## config.mk

```make
export PLATFORM = sky130hd
export DESIGN_NAME = led_band_fc_sequencer
export DESIGN_NICKNAME = d
export VERILOG_FILES = /design/src/rtl/led_band_pkg.sv /design/src/rtl/led_band_sclk_gen.sv /design/src/rtl/led_band_fc_sequencer.sv
export SDC_FILE = /design/constraint.sdc
export NUM_CORES = 1
export LEC_CHECK = 0
export CAP_MARGIN = 10
export CORE_ASPECT_RATIO = 0.7
export CORE_MARGIN = 2
export CORE_UTILIZATION = 35
export CTS_CLUSTER_DIAMETER = 60
export DETAILED_ROUTE_END_ITERATION = 16
export PLACE_DENSITY = 0.51
export SLEW_MARGIN = 30
export SYNTH_ARGS = -nofsm -noshare
export SYNTH_HDL_FRONTEND = slang
export SYNTH_SLANG_ARGS = --single-unit
```

## constraint.sdc

```tcl
create_clock -name clk -period 1.5 [get_ports clk]
set_input_delay 0.3 -clock clk [delete_from_list [all_inputs] [get_ports clk]]
set_output_delay 0.3 -clock clk [all_outputs]
set_load 0.02 [all_outputs]
```

## src/rtl/led_band_pkg.sv

```systemverilog
// Shared constants and state type for the LED-band FC-write sequencer.
package led_band_pkg;

    localparam int unsigned FC_WIDTH      = 48;
    localparam int unsigned FCWRTEN_SCLKS = 15;
    localparam int unsigned WRTFC_SCLKS   = 5;
    localparam int unsigned EDGE_W        = 6;

    typedef enum logic [2:0] {
        IDLE,
        FCWRTEN,
        SHIFT,
        WRTFC,
        DONE
    } seq_state_t;

endpackage

```

## src/rtl/led_band_sclk_gen.sv

```systemverilog
// Free-running SCLK generator gated by run, with registered edge strobes.
module led_band_sclk_gen #(
    parameter int unsigned SCLK_HALF = 2
) (
    input  logic clk,
    input  logic rst,
    input  logic run,
    output logic sclk,
    output logic sclk_rise,
    output logic sclk_fall
);

    localparam int unsigned HCNT_W = (SCLK_HALF > 1) ? $clog2(SCLK_HALF) : 1;

    // Half-periods below 2 leave no cycle for LAT to settle before a rise.
    if (SCLK_HALF < 2 || SCLK_HALF > 255) begin : g_bad_half
        $error("led_band_sclk_gen: SCLK_HALF must be in 2..255");
    end

    logic [HCNT_W-1:0] hcnt;
    logic              wrap;

    assign wrap = (hcnt == HCNT_W'(SCLK_HALF - 1));

    // Half-period counter and SCLK toggle; strobes coincide with the new SCLK level.
    always_ff @(posedge clk or posedge rst) begin
        if (rst) begin
            hcnt      <= '0;
            sclk      <= 1'b0;
            sclk_rise <= 1'b0;
            sclk_fall <= 1'b0;
        end else begin
            sclk_rise <= 1'b0;
            sclk_fall <= 1'b0;
            if (!run) begin
                hcnt <= '0;
                sclk <= 1'b0;
            end else if (wrap) begin
                hcnt      <= '0;
                sclk      <= ~sclk;
                sclk_rise <= ~sclk;
                sclk_fall <= sclk;
            end else begin
                hcnt <= hcnt + HCNT_W'(1);
            end
        end
    end

endmodule

```

## src/rtl/led_band_fc_sequencer.sv

```systemverilog
// Issues one FCWRTEN / 48-bit SHIFT / WRTFC command frame per accepted start.
module led_band_fc_sequencer
    import led_band_pkg::*;
#(
    parameter int unsigned SCLK_HALF = 2
) (
    input  logic clk,
    input  logic rst,
    input  logic start,
    output logic busy,
    output logic done,
    output logic SCLK,
    output logic LAT
);

    seq_state_t        state;
    logic [EDGE_W-1:0] ecnt;
    logic              run;
    logic              sclk_rise;
    logic              sclk_fall;

    // SCLK runs only while a frame is on the wire.
    assign run = (state == FCWRTEN) || (state == SHIFT) || (state == WRTFC);

    led_band_sclk_gen #(
        .SCLK_HALF (SCLK_HALF)
    ) u_sclk_gen (
        .clk       (clk),
        .rst       (rst),
        .run       (run),
        .sclk      (SCLK),
        .sclk_rise (sclk_rise),
        .sclk_fall (sclk_fall)
    );

    // Phase sequencing: count rises, switch LAT on the fall after the last rise of a phase.
    always_ff @(posedge clk or posedge rst) begin
        if (rst) begin
            state <= IDLE;
            ecnt  <= '0;
            busy  <= 1'b0;
            done  <= 1'b0;
            LAT   <= 1'b0;
        end else begin
            done <= 1'b0;
            case (state)
                IDLE: begin
                    if (start) begin
                        state <= FCWRTEN;
                        busy  <= 1'b1;
                        LAT   <= 1'b1;
                        ecnt  <= '0;
                    end
                end
                FCWRTEN: begin
                    if (sclk_rise) begin
                        ecnt <= ecnt + EDGE_W'(1);
                    end
                    if (sclk_fall && ecnt == EDGE_W'(FCWRTEN_SCLKS)) begin
                        LAT   <= 1'b0;
                        ecnt  <= '0;
                        state <= SHIFT;
                    end
                end
                SHIFT: begin
                    if (sclk_rise) begin
                        ecnt <= ecnt + EDGE_W'(1);
                    end
                    if (sclk_fall && ecnt == EDGE_W'(FC_WIDTH)) begin
                        LAT   <= 1'b1;
                        ecnt  <= '0;
                        state <= WRTFC;
                    end
                end
                WRTFC: begin
                    if (sclk_rise) begin
                        ecnt <= ecnt + EDGE_W'(1);
                    end
                    if (sclk_fall && ecnt == EDGE_W'(WRTFC_SCLKS)) begin
                        LAT   <= 1'b0;
                        ecnt  <= '0;
                        busy  <= 1'b0;
                        done  <= 1'b1;
                        state <= DONE;
                    end
                end
                DONE: begin
                    state <= IDLE;
                end
                default: begin
                    state <= IDLE;
                    ecnt  <= '0;
                    busy  <= 1'b0;
                    LAT   <= 1'b0;
                end
            endcase
        end
    end

endmodule

```

==> flow_summary_export.csv, run 1 <==
group,metric,value,unit
status,status,"finished, violations left",
status,violations,"setup timing",
final_layout,drive_above_1_share,41.22,%
critical_path,path_cells,"ha_2 -> and3b_2 -> nor3_2 -> nor3_2 -> o311ai_1",
final_layout,areaGrowthSynthToFinish,48.50,%
synth,synth_area_leaders,"dfrtp_1, ha_1, o21ai_0, nand2_1, a2111oi_4",
drt,vias,986,
min_path,hold_path.class,"input port to async pin",
cts,cts_tree,"yes",
timing,drv_slew,0,
critical_path,worst-endpoint-arrival,1820,ps
power,ir_drop,0.0003249,V
final_layout,final_cell_mix,"buf_4, dfrtp_1, nand2_1, inv_1",
timing,rsz0062_at_grt,"yes",
timing,fin_hold_ws,355.1,ps
final_layout,fin_cells,184,
drt,drc,0,
timing,final.min_clock_period,1659,ps
floorplan,die_h,48.75,um
synth,yosysWarnings,0,
floorplan,die_w,67.92,um
synth,synth_nets,113,
placed_design,dp.cells,177,
synth,syn_avg_cell_area,9.355,um2
critical_path,critPathLaunchType,"flip-flop",
placed_design,port_buffers,6,
grt,track_usage,19.66,%
drt,routed_wl,2772,um
cts,cts_buffers,3,
timing,fin_skew,1.223,ps
placed_design,gp_congestion,0.9145,
critical_path,required,1660,ps
timing,max_slew_margin,70.91,%
timing,worst_slack,-158.9,ps
synth,ys_ff_latch,16,
critical_path,crit_family,"simple AND/OR/NAND/NOR gates",
drt,firstDrtPassIters,4,
timing,tightest_slew,435.5,ps
grt,antenna_found_initial,0,
floorplan,start_util,36.23,%
cts,clock_latency,250,ps
timing,min_period_over_period,110.6,%
floorplan,die_area,3311,um2
final_layout,fin_util,53.80,%
timing,setup_tns,-782.6,ps
final_layout,antenna_cells,0,
critical_path,slowest_stage,"dfrtp_2",
timing,fmax,602.8,MHz
critical_path,worst-setup-path-type,"flip-flop to flip-flop",
synth,syn-cell-area,1001,um2
grt,grt_overflow_total,0,
drt,antenna_left,0,
drt,vias_per_cell,5.359,
cts,path_clk_slew,60,ps
timing,hold_viol,0,
power,power_leakage,0.6707,nW
floorplan,ios,7,
grt,grt_pass1_wl,4823,um
run,maxCapViolations,0,
critical_path,path_buf_inv,0,
grt,first_global_vias,1014,
cts,cts.sinks,16,
drt,wl_per_cell,15.07,um
critical_path,crit_top_cell,"nor3_2",
drt,drt_iter0_drc,50,
placed_design,dp_hpwl,2076,um
final_layout,final_common_cell,"buf_4",
synth,seq_area_frac_synth,40.00,%
synth,synth_cell_type_count,39,
synth,synth_edf_count,0,
critical_path,cp-end-kind,"flip-flop",
synth,synth_ff_type,"dfrtp_1",
floorplan,num_rows,16,
synth,yosys.area.top_type,"dfrtp_1",
power,power_density,566.3,nW/um2
cts,htree_levels,1,
synth,postSynth.asyncResetShare,100.0,%
critical_path,critPathMaxStageDelay,440,ps
cts,clockRootBuffer,"clkbuf_8",
cts,clk_path_buf_depth,2,
synth,netlist.area_leader.share,40.00,%
synth,netlist_instances,107,
floorplan,core_area,2763,um2
final_layout,final_net_count,155,
timing,setup_viol_count_final,8,
grt,grt_max_degree,17,
critical_path,path_max_fanout,5,
worst min-delay path, cell delays in order:
cell and delay [ps]:
clkdlybuf4s50_1 390, inv_1 50, buf_4 230
metal layers:
| layer | up-vias | wire (um) | global-route usage [%] |
|---|---|---|---|
| met4 | 0 | 29 | 4.000 |
| met1 | 474 | 1359 | 28.63 |
| li1 | 486 | - | - |
| met5 | - | 0 | 0 |
| met2 | 21 | 1252 | 29.45 |
| met3 | 5 | 131 | 4.884 |
sequential cells by signal (all words and copies together), names as in the netlist:
signal	count
u_sclk_gen.hcnt	1
busy	1
done	1
LAT	1
u_sclk_gen.sclk_fall	1
u_sclk_gen.sclk	1
ecnt	6
state	3
u_sclk_gen.sclk_rise	1
power by group:
part	leakage (nW)	internal, mW	switching (mW)	total [mW]
Sequential	0.199	0.431	0	0.431
Combinational	0.443	0.00703	0.0117	0.0187
Clock	0.0288	0.233	0.158	0.392
kinds of logic after synthesis:
logic type      after synthesis  share of synthesized area, %
fa+ha+maj                     3                         3.750
buf+inv                      10                         3.750
xor+xnor                      1                        0.8752
flops                        16                         40.00
simple gates                 47                         28.63
compound gates               30                         23.00
final timing paths:
kind / start / to / slack [ps] / depth (start not counted)
worst max-delay path: ecnt[0] / ecnt[2] / -160 / 5
worst min-delay path: rst / busy / 360 / 3
worst max register to register: ecnt[0] / ecnt[2] / -160 / 5
worst min register to register: u_sclk_gen.hcnt / u_sclk_gen.hcnt / 490 / 1
max in group asynchronous: rst / ecnt[0] / 940 / 3
min in group clk: u_sclk_gen.hcnt / u_sclk_gen.hcnt / 490 / 1
repair_timing:
| action | CTS | global route |
|---|---|---|
| buffers inserted | 3 | 0 |
| hold buffers | 0 | 0 |
| resized for setup | 15 | 7 |
| pin swaps | 6 | 2 |
| setup endpoints to repair | 13 | 11 |
per-stage QoR:
step | worst slack (ps) | area [um2] | total power [mW]
2_1_floorplan | -73.26 | 1026 | 0.4471
3_3_place_gp | -190.6 | 1343 | 0.4582
3_5_place_dp | -184.2 | 1343 | 0.4584
4_1_cts | -111.9 | 1456 | 0.8544
5_1_grt | -234.9 | 1486 | 0.8819
6_report | -158.9 | 1486 | 0.8417
synth_stat cells (all sizes together), types with 2 or more instances:
cell / count
a21boi: 2
nand2: 8
ha: 3
inv: 7
o311ai: 3
nor2: 6
nor2b: 3
and2: 2
o31ai: 2
clkbuf: 3
o221ai: 2
nor4b: 2
o211ai: 3
and3b: 2
nand4: 2
o21ai: 6
dfrtp: 16
nor3b: 2
and4bb: 2
nand3: 5
nor3: 6
a21oi: 5
nand2b: 3
area by class of cell:
cell class / instances / area [um2]
Fill cell: 261 / 1276
Timing Repair Buffer: 40 / 317.8
Sequential cell: 16 / 401.6
Clock buffer: 4 / 55.05
Inverter: 7 / 26.28
Multi-Input combinational cell: 81 / 640.6
Tap cell: 36 / 45.04
Note: power is estimated with default switching activity, not from simulation.
==> run 2, diff against run 1 <==
Settings changed: CORE_MARGIN 2 to unset.
==> flow_summary_export.csv, run 2 (synthesis results as in run 1) <==
group,metric,value,unit
final_layout,antenna_cells,0,
timing,worst_slack,-144.0,ps
cts,cts.sinks,16,
grt,grt_pass1_wl,4774,um
placed_design,dp_hpwl,2133,um
cts,path_clk_slew,70,ps
final_layout,final_net_count,155,
timing,final.min_clock_period,1644,ps
placed_design,gp_congestion,0.7920,
timing,hold_viol,0,
final_layout,largest_register_ffs,6,
floorplan,ios,7,
timing,fmax,608.3,MHz
placed_design,placed_cell_area,1333,um2
timing,rsz0062_at_grt,"yes",
drt,drc,0,
critical_path,worst-endpoint-arrival,1800,ps
floorplan,die_area,3081,um2
cts,cts_buffers,3,
critical_path,worst-setup-path-type,"flip-flop to flip-flop",
status,violations,"setup timing",
cts,hold_buffers,0,
critical_path,path_max_fanout,5,
final_layout,design_area,1531,um2
critical_path,critPathLaunchType,"flip-flop",
min_path,hold_path.class,"input port to async pin",
grt,grt_overflow_total,0,
cts,htree_levels,1,
grt,antenna_found_initial,0,
drt,vias,1006,
drt,wl_per_cell,15.71,um
drt,vias_per_cell,5.527,
grt,first_global_vias,977,
power,ir_drop,0.0003155,V
timing,drv_slew,0,
power,power_density,547.9,nW/um2
critical_path,required,1660,ps
grt,track_usage,21.49,%
final_layout,final_common_cell,"buf_4",
final_layout,fillCellCount,213,
final_layout,final_cell_mix,"buf_4, dfrtp_1, nand2_1, inv_1",
floorplan,die_h,46.75,um
floorplan,num_rows,15,
final_layout,seqCellArea,400.4,um2
final_layout,areaGrowthSynthToFinish,53.00,%
cts,clk_path_buf_depth,2,
placed_design,place_ws,-278.8,ps
critical_path,cp-end-kind,"flip-flop",
drt,antenna_left,0,
final_layout,drive_above_1_share,42.57,%
grt,grt_max_degree,17,
power,power_leakage,0.6737,nW
floorplan,core_area,2590,um2
floorplan,start_util,38.65,%
final_layout,multi_input_area,685.7,um2
critical_path,worstRegToRegCells,7,
drt,firstDrtPassIters,4,
run,maxCapViolations,0,
final_layout,largest_register,"ecnt",
floorplan,die_w,65.92,um
timing,max_slew_margin,79.08,%
timing,fin_skew,3.355,ps
placed_design,port_buffers,6,
drt,routed_wl,2859,um
timing,tightest_slew,313.2,ps
timing,setup_viol_count_final,7,
status,status,"finished, violations left",
critical_path,r2r-end,"ecnt[2]",
cts,clockRootBuffer,"clkbuf_8",
timing,min_period_over_period,109.6,%
critical_path,r2r-start,"ecnt[0]",
cts,clock_latency,250,ps
final_layout,top_regs,"ecnt: 6 flops, state: 3 flops",
drt,drt_iter0_drc,54,
critical_path,r2r_slack,-140,ps
cts,cts_tree,"yes",
-- run 2: what timing repair did --
item,CTS,global route
setup endpoints to repair,12,10
pin swaps,6,5
setup buffers,1,3
gates resized for setup,25,7
-- run 2: worst max path at each step --
| stage | cells past startpoint | startpoint | slack (ps) | endpoint |
|---|---|---|---|---|
| after detailed placement | 7 | ecnt[1] | -280 | ecnt[4] |
| final | 7 | ecnt[0] | -140 | ecnt[2] |
| after global routing | 7 | ecnt[0] | -230 | ecnt[2] |
| after floorplan | 6 | ecnt[0] | -70 | ecnt[2] |
| after global placement | 7 | ecnt[0] | -220 | ecnt[4] |
| after CTS | 7 | ecnt[1] | -140 | ecnt[4] |
-- run 2: routing by layer --
layer	track usage, %	part of all wire, %	routed length [um]	vias to the layer above
met5	0	0	0	-
met4	4.348	0.45	13	0
met3	5.340	4.1	116	2
met2	34.90	46	1322	23
met1	29.62	49	1406	493
li1	-	-	-	488
-- run 2: final cells by class --
type                            count  share of cell area (%)
Clock buffer                        4                   3.595
Inverter                            7                   1.716
Sequential cell                    16                   26.14
Multi-Input combinational cell     81                   44.77
Timing Repair Buffer               40                   21.00
Tap cell                           34                   2.778
-- run 2: report_power, final --
group          internal [mW]  switching, mW
Clock                  0.233          0.156
Combinational        0.00704         0.0117
Sequential             0.431              0
-- run 2: stage by stage --
step	TNS (ps)	utilization (%)	power, mW	hold WS [ps]	cells
3_5_place_dp	-1766	51.45	0.4586	488.3	174
5_1_grt	-1316	59.13	0.8660	403.5	182
2_1_floorplan	-128.1	-	0.4471	213.7	107
3_3_place_gp	-1225	51.45	0.4583	471.6	174
4_1_cts	-674.3	57.10	0.8500	373.3	179
6_report	-678.4	59.13	0.8391	366.6	182
-- run 2: worst max-delay path: stages (launching register included) --
cell       delay (ps)
dfrtp_1           400
inv_1              80
ha_2              180
and2_4            140
a2111oi_4         330
nor3_2             60
buf_4             160
o311ai_2          200
==> run 3, diff against run 2 <==
Settings changed: CTS_CLUSTER_DIAMETER 60 to 120.
==> results of run 3 <==
No change in the layout: final DEF, timing and power equal those of run 2.
